### config.mk
export PLATFORM = sky130hd
export DESIGN_NAME = style_record_builder
export DESIGN_NICKNAME = d
export VERILOG_FILES = /design/src/rtl/style_record_builder_pkg.sv /design/src/rtl/style_reg_en.sv /design/src/rtl/style_value_check.sv /design/src/rtl/style_record_builder.sv
export SDC_FILE = /design/constraint.sdc
export NUM_CORES = 1
export LEC_CHECK = 0
export BUFFER_PORTS_ARGS = -buffer_cell sky130_fd_sc_hd__buf_2
export CAP_MARGIN = 0
export CORE_UTILIZATION = 49
export DETAILED_ROUTE_END_ITERATION = 12
export HOLD_SLACK_MARGIN = 0.15
export PLACE_DENSITY = 0.78
export SYNTH_ARGS = -nofsm -noshare
export SYNTH_HDL_FRONTEND = slang
export SYNTH_SLANG_ARGS = --single-unit
### constraint.sdc
create_clock -name clock_i -period 1.9 [get_ports clock_i]
set_input_delay 0.19 -clock clock_i [delete_from_list [all_inputs] [get_ports clock_i]]
set_output_delay 0.19 -clock clock_i [all_outputs]
set_load 0.01 [all_outputs]
### src/rtl/style_record_builder_pkg.sv
// Shared definitions for the style record builder: property codes, record
// field layout, display code range and FSM states.
package style_record_builder_pkg;

    localparam int REC_W    = 59;
    localparam int DISP_LSB = 56;
    localparam int DISP_W   = 3;
    localparam int POS_LSB  = 54;
    localparam int POS_W    = 2;
    localparam int FLT_LSB  = 52;
    localparam int FLT_W    = 2;
    localparam int COL_LSB  = 28;
    localparam int COL_W    = 24;
    localparam int WID_LSB  = 12;
    localparam int WID_W    = 16;
    localparam int HGT_LSB  = 0;
    localparam int HGT_W    = 12;

    localparam logic [3:0] PROP_DISPLAY  = 4'd0;
    localparam logic [3:0] PROP_POSITION = 4'd1;
    localparam logic [3:0] PROP_FLOAT    = 4'd2;
    localparam logic [3:0] PROP_COLOR    = 4'd3;
    localparam logic [3:0] PROP_WIDTH    = 4'd4;
    localparam logic [3:0] PROP_HEIGHT   = 4'd5;

    localparam logic [31:0] DISPLAY_MAX = 32'd5;
    localparam logic [31:0] POS_MAX     = 32'd3;
    localparam logic [31:0] FLT_MAX     = 32'd2;
    localparam logic [31:0] WID_SAT     = 32'h0000_FFFF;
    localparam logic [31:0] HGT_SAT     = 32'h0000_0FFF;

    typedef enum logic [1:0] {S_IDLE, S_ACCUM, S_EMIT} state_e;

    function automatic logic [REC_W-1:0] rec_defaults(input logic [DISP_W-1:0] disp);
        logic [REC_W-1:0] r;
        r = '0;
        r[DISP_LSB +: DISP_W] = disp;
        return r;
    endfunction

endpackage

### src/rtl/style_reg_en.sv
// Enabled register cell with synchronous active-low reset to a parameterised value.
module style_reg_en #(
    parameter int              W       = 59,
    parameter logic [W-1:0]    RST_VAL = '0
) (
    input  logic         clk_i,
    input  logic         rst_ni,
    input  logic         en_i,
    input  logic [W-1:0] d_i,
    output logic [W-1:0] q_o
);

    logic [W-1:0] val_q;

    always_ff @(posedge clk_i) begin
        if (!rst_ni)   val_q <= RST_VAL;
        else if (en_i) val_q <= d_i;
    end

    assign q_o = val_q;

endmodule

### src/rtl/style_value_check.sv
// Combinational per-property validation and saturation; produces the updated
// record plus apply/reject flags for one declaration.
module style_value_check
    import style_record_builder_pkg::*;
(
    input  logic [3:0]       prop_i,
    input  logic [31:0]      value_i,
    input  logic             is_prim_i,
    input  logic [REC_W-1:0] rec_i,
    output logic [REC_W-1:0] rec_o,
    output logic             apply_o,
    output logic             reject_o
);

    logic known;

    always_comb begin
        rec_o    = rec_i;
        apply_o  = 1'b0;
        reject_o = 1'b0;
        known    = (prop_i <= PROP_HEIGHT);
        if (known && !is_prim_i) begin
            reject_o = 1'b1;
        end else begin
            case (prop_i)
                PROP_DISPLAY: begin
                    if (value_i <= DISPLAY_MAX) begin
                        rec_o[DISP_LSB +: DISP_W] = value_i[DISP_W-1:0];
                        apply_o = 1'b1;
                    end else reject_o = 1'b1;
                end
                PROP_POSITION: begin
                    if (value_i <= POS_MAX) begin
                        rec_o[POS_LSB +: POS_W] = value_i[POS_W-1:0];
                        apply_o = 1'b1;
                    end else reject_o = 1'b1;
                end
                PROP_FLOAT: begin
                    if (value_i <= FLT_MAX) begin
                        rec_o[FLT_LSB +: FLT_W] = value_i[FLT_W-1:0];
                        apply_o = 1'b1;
                    end else reject_o = 1'b1;
                end
                PROP_COLOR: begin
                    if (value_i[31:24] == 8'd0) begin
                        rec_o[COL_LSB +: COL_W] = value_i[COL_W-1:0];
                        apply_o = 1'b1;
                    end else reject_o = 1'b1;
                end
                // Oversized lengths clamp silently; only malformed values are errors.
                PROP_WIDTH: begin
                    rec_o[WID_LSB +: WID_W] = (value_i > WID_SAT) ? WID_SAT[WID_W-1:0]
                                                                  : value_i[WID_W-1:0];
                    apply_o = 1'b1;
                end
                PROP_HEIGHT: begin
                    rec_o[HGT_LSB +: HGT_W] = (value_i > HGT_SAT) ? HGT_SAT[HGT_W-1:0]
                                                                  : value_i[HGT_W-1:0];
                    apply_o = 1'b1;
                end
                default: ;
            endcase
        end
    end

endmodule

### src/rtl/style_record_builder.sv
// Folds a stream of CSS-like declarations into one packed style record per
// element and hands it downstream with a valid/ready handshake.
module style_record_builder
    import style_record_builder_pkg::*;
#(
    parameter logic [2:0]  DISPLAY_DEFAULT = 3'd1,
    parameter int unsigned MAX_DECLS       = 16
) (
    input  logic             clock_i,
    input  logic             reset_ni,
    input  logic             decl_valid_i,
    output logic             decl_ready_o,
    input  logic [3:0]       decl_prop_i,
    input  logic [31:0]      decl_value_i,
    input  logic             decl_is_primitive_i,
    input  logic             decl_last_i,
    output logic             rec_valid_o,
    input  logic             rec_ready_i,
    output logic [REC_W-1:0] rec_data_o,
    output logic             rec_err_o
);

    localparam logic [7:0]       MAX_Q   = 8'(MAX_DECLS);
    localparam logic [REC_W-1:0] REC_DEF = rec_defaults(DISPLAY_DEFAULT);

    state_e           state_q;
    logic             decl_ready_q;
    logic             rec_valid_q;
    logic             err_q;
    logic [7:0]       cnt_q;
    logic [REC_W-1:0] rec_q;
    logic [REC_W-1:0] rec_d;
    logic [REC_W-1:0] chk_rec;
    logic             chk_apply;
    logic             chk_reject;
    logic             accept;
    logic             drop;
    logic             release_rec;
    logic             rec_en;

    assign accept      = decl_valid_i && decl_ready_q;
    assign drop        = (cnt_q >= MAX_Q);
    assign release_rec = rec_valid_q && rec_ready_i;

    style_value_check u_check (
        .prop_i    (decl_prop_i),
        .value_i   (decl_value_i),
        .is_prim_i (decl_is_primitive_i),
        .rec_i     (rec_q),
        .rec_o     (chk_rec),
        .apply_o   (chk_apply),
        .reject_o  (chk_reject)
    );

    // The record only moves on a valid accepted declaration or on handoff,
    // so it is naturally frozen while waiting in EMIT.
    assign rec_en = (accept && !drop && chk_apply) || release_rec;
    assign rec_d  = release_rec ? REC_DEF : chk_rec;

    style_reg_en #(.W(REC_W), .RST_VAL(REC_DEF)) u_rec (
        .clk_i  (clock_i),
        .rst_ni (reset_ni),
        .en_i   (rec_en),
        .d_i    (rec_d),
        .q_o    (rec_q)
    );

    always_ff @(posedge clock_i) begin
        if (!reset_ni) begin
            state_q      <= S_IDLE;
            decl_ready_q <= 1'b1;
            rec_valid_q  <= 1'b0;
            err_q        <= 1'b0;
            cnt_q        <= 8'd0;
        end else begin
            case (state_q)
                S_IDLE, S_ACCUM: begin
                    if (accept) begin
                        if (cnt_q != 8'hFF) cnt_q <= cnt_q + 8'd1;
                        if (drop || chk_reject) err_q <= 1'b1;
                        if (decl_last_i) begin
                            state_q      <= S_EMIT;
                            rec_valid_q  <= 1'b1;
                            decl_ready_q <= 1'b0;
                        end else begin
                            state_q <= S_ACCUM;
                        end
                    end
                end
                S_EMIT: begin
                    if (rec_ready_i) begin
                        state_q      <= S_IDLE;
                        rec_valid_q  <= 1'b0;
                        decl_ready_q <= 1'b1;
                        err_q        <= 1'b0;
                        cnt_q        <= 8'd0;
                    end
                end
                default: state_q <= S_IDLE;
            endcase
        end
    end

    assign decl_ready_o = decl_ready_q;
    assign rec_valid_o  = rec_valid_q;
    assign rec_data_o   = rec_q;
    assign rec_err_o    = err_q;

endmodule

**Word level (Yosys, flattened, before mapping)**

Index checks and enable logic that the tools add are counted.

- Add/subtract/negate cells: 1
- Magnitude comparators: 7
- Equal/unequal tests: 14
- Muxes and demuxes: 45
- Reductions and logical operators: 35

Operators by type and width:

| kind | count |
|---|---|
| $mux W59 | 2 |
| $le A32 B2 Y1 const B | 2 |
| $mux W24 | 2 |
| $gt A32 B12 Y1 const B | 1 |
| $gt A32 B16 Y1 const B | 1 |
| $le A32 B3 Y1 const B | 1 |
| $mux W16 | 2 |
| $reduce_and A4 Y1 | 7 |
| $mux W12 | 2 |
| $mux W8 | 3 |
| $reduce_bool A2 Y1 | 11 |
| $mux W1 | 18 |
| $pmux W8 S2 | 1 |
| $mux W2 | 7 |
| $ne A2 B2 Y1 const B | 6 |
| $add A8 B1 Y8 const B | 1 |
| $eq A4 B2 Y1 const B | 2 |
| $eq A4 B3 Y1 const B | 2 |
| $ge A8 B5 Y1 const B | 1 |
| $logic_not A8 Y1 | 1 |
| $ne A8 B8 Y1 const B | 1 |
| $mux W3 | 2 |
| $pmux W1 S2 | 3 |
| $reduce_and A3 Y1 | 2 |
| other kinds (14) | 21 |

- Bits in registers: 72
- Input bits: 42
- Logic and storage cells: 113

**Longest topological paths before layout**

- Word-level depth: 8
- Mapped depth: 7
- Gate-level depth less buffers: 6

**Cells and area by module**

A second synthesis with hierarchy kept.

- Cell total of the unflattened synthesis: 469
- Area total of the unflattened synthesis: 4441.8 µm²

By module, submodules not included:

| module | instances | cells an instance | area an instance (µm²) | seq. area each (µm²) |
|---|---|---|---|---|
| style_reg_en | 1 | 190 | 2230.9 | 1181.1 |
| style_value_check | 1 | 140 | 1157.4 | 0.0 |
| style_record_builder | 1 | 139 | 1053.5 | 260.2 |

**Worst setup path before layout**

Ideal clock, no wire load.

- Path kind: flip-flop to flip-flop
- Start: reg cnt_q[7]
- End: reg u_rec.val_q[10], in the netlist u_rec.q_o[10]
- Library setup time: 119 ps
- Data arrival time: 1566 ps
- Path slack: 216 ps
- Cell stages (with the launch flop): 7
- Buffers on the path: 1
- Period minus slack after synthesis: 1684 ps
- Cell sequence: dfxtp_1 > nor4_4 > nand2_2 > nor3_4 > nand3b_4 > buf_6 > o221a_2

- Longest elaborated chain between the ends: 6

Ends and longest elaborated chain:

| element | line | source |
|---|---|---|
| from (decl) | style_record_builder.sv:30 | `logic [7:0] cnt_q;` |
| from (signal assigned) | style_record_builder.sv:79 | `if (cnt_q != 8'hFF) cnt_q <= cnt_q + 8'd1;` |
| $ge A8 B5 Y1 | style_record_builder.sv:42 | `assign drop = (cnt_q >= MAX_Q);` |
| $logic_not A1 Y1 | style_record_builder.sv:57 | `assign rec_en = (accept && !drop && chk_apply) \|\| release_rec;` |
| $logic_and A1 B1 Y1 (2 in series) | style_record_builder.sv:57 |  |
| $logic_or A1 B1 Y1 | style_record_builder.sv:57 |  |
| $reduce_and A3 Y1 (no line) | - |  |
| to (signal assigned) | style_reg_en.sv:17 | `else if (en_i) val_q <= d_i;` |
| to (decl) | style_reg_en.sv:13 | `logic [W-1:0] val_q;` |

No other way between the ends.
A chain may end at the register's enable or synchronous reset.

**Final worst setup path**

- Start: reg cnt_q[6]
- End: reg u_rec.val_q[40], in the netlist u_rec.q_o[40]

- Longest elaborated chain between the ends: 6

Ends and longest elaborated chain:

| element | line |
|---|---|
| $ge A8 B5 Y1 | style_record_builder.sv:42 |
| $logic_not A1 Y1 | style_record_builder.sv:57 |
| $logic_and A1 B1 Y1 (2 in series) | style_record_builder.sv:57 |
| $logic_or A1 B1 Y1 | style_record_builder.sv:57 |
| $reduce_and A4 Y1 (no line) | - |

No other way between the ends.

==> metrics.md <==
| Metric | Value |
|---|---|
| Status | `completed` |
| Final instance area | `0.00404 sq mm` |
| Critical R2R Launch | `cnt_q[6]` |
| Routed WL | `7.89 mm` |
| Max Cap Viol | `0` |
| TritonRoute pass-1 iters | `4` |
| Distinct cells, synth | `42` |
| Multiplexer share of the synthesized area | `6.01%` |
| Final setup fails | `0` |
| Hold Crit Start | `decl_value_i[14]` |
| Main combinational cell family by area after synthesis | `simple AND/OR/NAND/NOR gates` |
| Antenna viol nets, final | `0` |
| Critical Path Slowest Stage Cell | `nor4_4` |
| Post-synthesis simple-gate area fraction | `23.5%` |
| Path depth of the worst reg2reg path | `7` |
| Die Span X | `80.2 um` |
| Total grt overflow | `0` |
| Pwr dens | `740 mW/mm^2` |
| DPL Wire Length | `5.44 mm` |
| Critical path launch point type | `register` |
| Max VDD drop | `0.457 mV` |
| Post-DP Area | `0.00363 sq mm` |
| DRT iter0 DRCs | `89` |
| Routability Congestion | `0.838` |
| Via density | `5.45` |
| Final Cycle Share | `98.2%` |
| Ant diodes | `0` |
| Final hold slack | `0.160 ns` |
| Synth Cell Area | `0.00300 sq mm` |
| Tmin final | `1.87 ns` |
| Critical path type | `reg -> reg` |
| Crit. End Element | `register` |
| Via Count | `2807` |
| Lkg Pwr | `1.82 nW` |
| Htree depth | `3` |
| Worst Path Arrival | `2.09 ns` |
| Compound-gate portion of the synthesized area | `16.3%` |
| Crit-path cells | `nor4_4, buf_4, nand2_2, nor3_4, buf_12, mux2i_1, nor2_1` |
| Max_slew headroom | `41.7%` |
| Worst-path clk slew | `0.07 ns` |
| Delay-heaviest family, CP | `simple AND/OR/NAND/NOR gates` |
| Mapped Cells | `305` |
| Drt wl/cell | `15.3 um` |
| CTS tree | `done` |
| # IOs | `104` |
| Layout area overhead | `34.8%` |
| # clock sinks | `72` |
| Worst hold path class | `in -> reg` |
| Register bit count reported by yosys | `72` |
| CP Max Fanout | `12` |
| # fillers | `468` |
| Largest net degree at the start of global routing | `29` |
| Bufs on Longest Clock Path | `2` |
| Fin. Hold Viols | `0` |
| Final #Nets | `480` |
| Yosys Warn Count | `0` |
| Hold depth | `3` |
| Slew @ Worst Pin | `0.871 ns` |
| Critical Path RT | `2.12 ns` |
| Count of final max-slew check failures | `0` |
| Initial core utilization | `50.6%` |
| FP Rows | `28` |
| Syn Nets | `349` |
| XOR/XNOR share of the synthesized area | `1.75%` |
| Initial antenna violation count | `0` |
| Worst-skew pair later-pin latency | `0.35 ns` |
| Hold EP | `u_rec.q_o[42]` |
| CORE AREA | `0.00592 sq mm` |
| Post-synthesis adder-cell area fraction | `0.835%` |
| CP Buf/Inv Count | `2` |
| Post-Route Setup TNS | `0 ns` |
| CTS Buf Count | `9` |
| Share of cells above drive strength 1 | `37.0%` |
| DIE AREA | `0.00644 sq mm` |
| Reg2reg end | `u_rec.q_o[40]` |
| Worst path max stage delay | `0.41 ns` |
| IO Port Bufs | `103` |
| Max Clock Freq | `536 MHz` |
| Reg2Reg Setup Slack | `0.03 ns` |
| DIE HEIGHT | `80.2 um` |
| Overall Global Routing Usage | `24.6%` |
| Final setup skew | `0.00720 ns` |
| Final routed DRC violation total | `0` |
| Mean post-synth cell area | `9.83 sq um` |
| Vias in the first global route | `2524` |
| Sequential fraction of the synthesis area | `48.1%` |
| Clk root buf | `clkbuf_8` |
| First-pass GRT wire length | `12.0 mm` |
-- repair_timing --
item | 4_1_cts | 5_1_grt
resized for setup | 0 | 7
hold buffers | 18 | 0
endpoints found under the hold margin | 19 | 0
buffers inserted | 0 | 3
endpoints found under the setup margin | 0 | 20
-- where the power goes --
part | total, mW | internal (mW) | switching [mW]
registers | 1.55 | 1.53 | 0.0205
clock network | 1.18 | 0.629 | 0.550
logic | 0.265 | 0.113 | 0.152
total | 2.99 | 2.27 | 0.722
-- worst min-delay path, stage by stage --
cell and delay [ns]:
buf_2 0.13, mux2i_1 0.08, nor2_1 0.08
-- how the worst max path moves through the flow --
stage / start / to / depth (start not counted)
floorplan: cnt_q[7] / u_rec.q_o[10] / 6
global placement: decl_value_i[27] / u_rec.q_o[36] / 6
detailed placement: decl_value_i[27] / u_rec.q_o[34] / 6
CTS: decl_value_i[8] / u_rec.q_o[57] / 7
global route: cnt_q[6] / u_rec.q_o[22] / 6
finish: cnt_q[6] / u_rec.q_o[40] / 7
-- cells in the mapped netlist --
cell / count / area [sq um]
nand2_1: 17 / 63.8
nor4_1: 6 / 37.5
and4_1: 1 / 8.76
nor3b_1: 4 / 30.0
a22o_1: 12 / 105
a21o_1: 1 / 7.51
nand3b_1: 2 / 15.0
o21a_1: 3 / 22.5
buf_1: 2 / 7.51
and4b_1: 1 / 10.0
a211oi_1: 10 / 75.1
buf_4: 1 / 7.51
ha_1: 2 / 25.0
nand4_2: 1 / 12.5
inv_1: 5 / 18.8
nor2b_1: 2 / 12.5
a21oi_1: 6 / 30.0
buf_2: 4 / 20.0
xor2_1: 4 / 35.0
a22oi_2: 1 / 12.5
nor4_4: 4 / 85.1
dfxtp_1: 72 / 1440
a2111oi_0: 1 / 8.76
nand3_1: 4 / 20.0
clkbuf_2: 1 / 5.00
a31oi_1: 3 / 18.8
xnor2_1: 2 / 17.5
and3_1: 4 / 25.0
o21ai_0: 11 / 55.1
o221a_2: 12 / 135
mux2i_1: 18 / 180
nand2_2: 1 / 6.26
buf_6: 2 / 22.5
clkbuf_1: 7 / 26.3
and2_1: 1 / 6.26
nand3b_4: 1 / 20.0
nor3_1: 5 / 25.0
nor4_2: 3 / 37.5
nor2_1: 58 / 218
nand4_1: 6 / 37.5
nor3_4: 2 / 32.5
o31a_1: 2 / 17.5
-- logic make-up after synthesis --
group | Yosys count
AOI/OAI and AO/OA | 62
buffers and inverters | 22
adders and majority gates | 2
and+or+nand+nor | 123
xor gates and xnor gates | 6
DFF | 72
muxes | 18
-- layout make-up --
type | instances | area (sq um) | area share (%)
Sequential cell | 72 | 1440 | 35.7
Timing Repair Buffer | 137 | 832 | 20.6
Tap cell | 75 | 93.8 | 2.32
Clock buffer | 11 | 141 | 3.50
Multi-Input combinational cell | 211 | 1470 | 36.3
Inverter | 5 | 18.8 | 0.464
Clock inverter | 4 | 45.0 | 1.11
-- sequential cells by signal (all words and copies together), names as in the netlist --
| register | cells |
|---|---|
| rec_valid_o | 1 |
| decl_ready_o | 1 |
| u_rec.q_o | 59 |
| rec_err_o | 1 |
| state_q | 2 |
| cnt_q | 8 |
-- layer usage --
layer	global-route usage, %	part of all wire (%)
met5	0	0
met4	11.3	1.9
met2	40.9	50
met1	30.1	44
met3	5.57	4.8
-- placed cells by master, fill, tap and decap left out, drive strengths merged --
cell type    count
a2111oi          1
a211oi          10
a21o             1
a21oi            6
a22o            12
a22oi            1
a31oi            3
and2             1
and3             4
and4             1
and4b            1
buf            119
bufinv           1
clkbuf          11
clkinv           3
dfxtp           72
dlygate4sd3     18
ha               2
inv              5
mux2i           18
nand2           18
nand3            4
nand3b           3
nand4            7
nor2            58
nor2b            2
nor3             7
nor3b            4
nor4            13
o21a             3
o21ai           11
o221a           12
o31a             2
xnor2            2
xor2             4
-- metrics by stage --
step / std cells / utilization (%) / worst slack, ns / total power [mW]
after floorplan: 305 / - / 0.216 / 1.69
final: 515 / 68.3 / 0.0340 / 2.99
after CTS: 512 / 67.5 / 0.00762 / 2.99
after detailed placement: 479 / 61.3 / -0.0396 / 1.81
after global routing: 515 / 68.3 / -0.0217 / 3.10
after global placement: 479 / 61.3 / 0.0198 / 1.81
(Power assumes the default switching activity.)
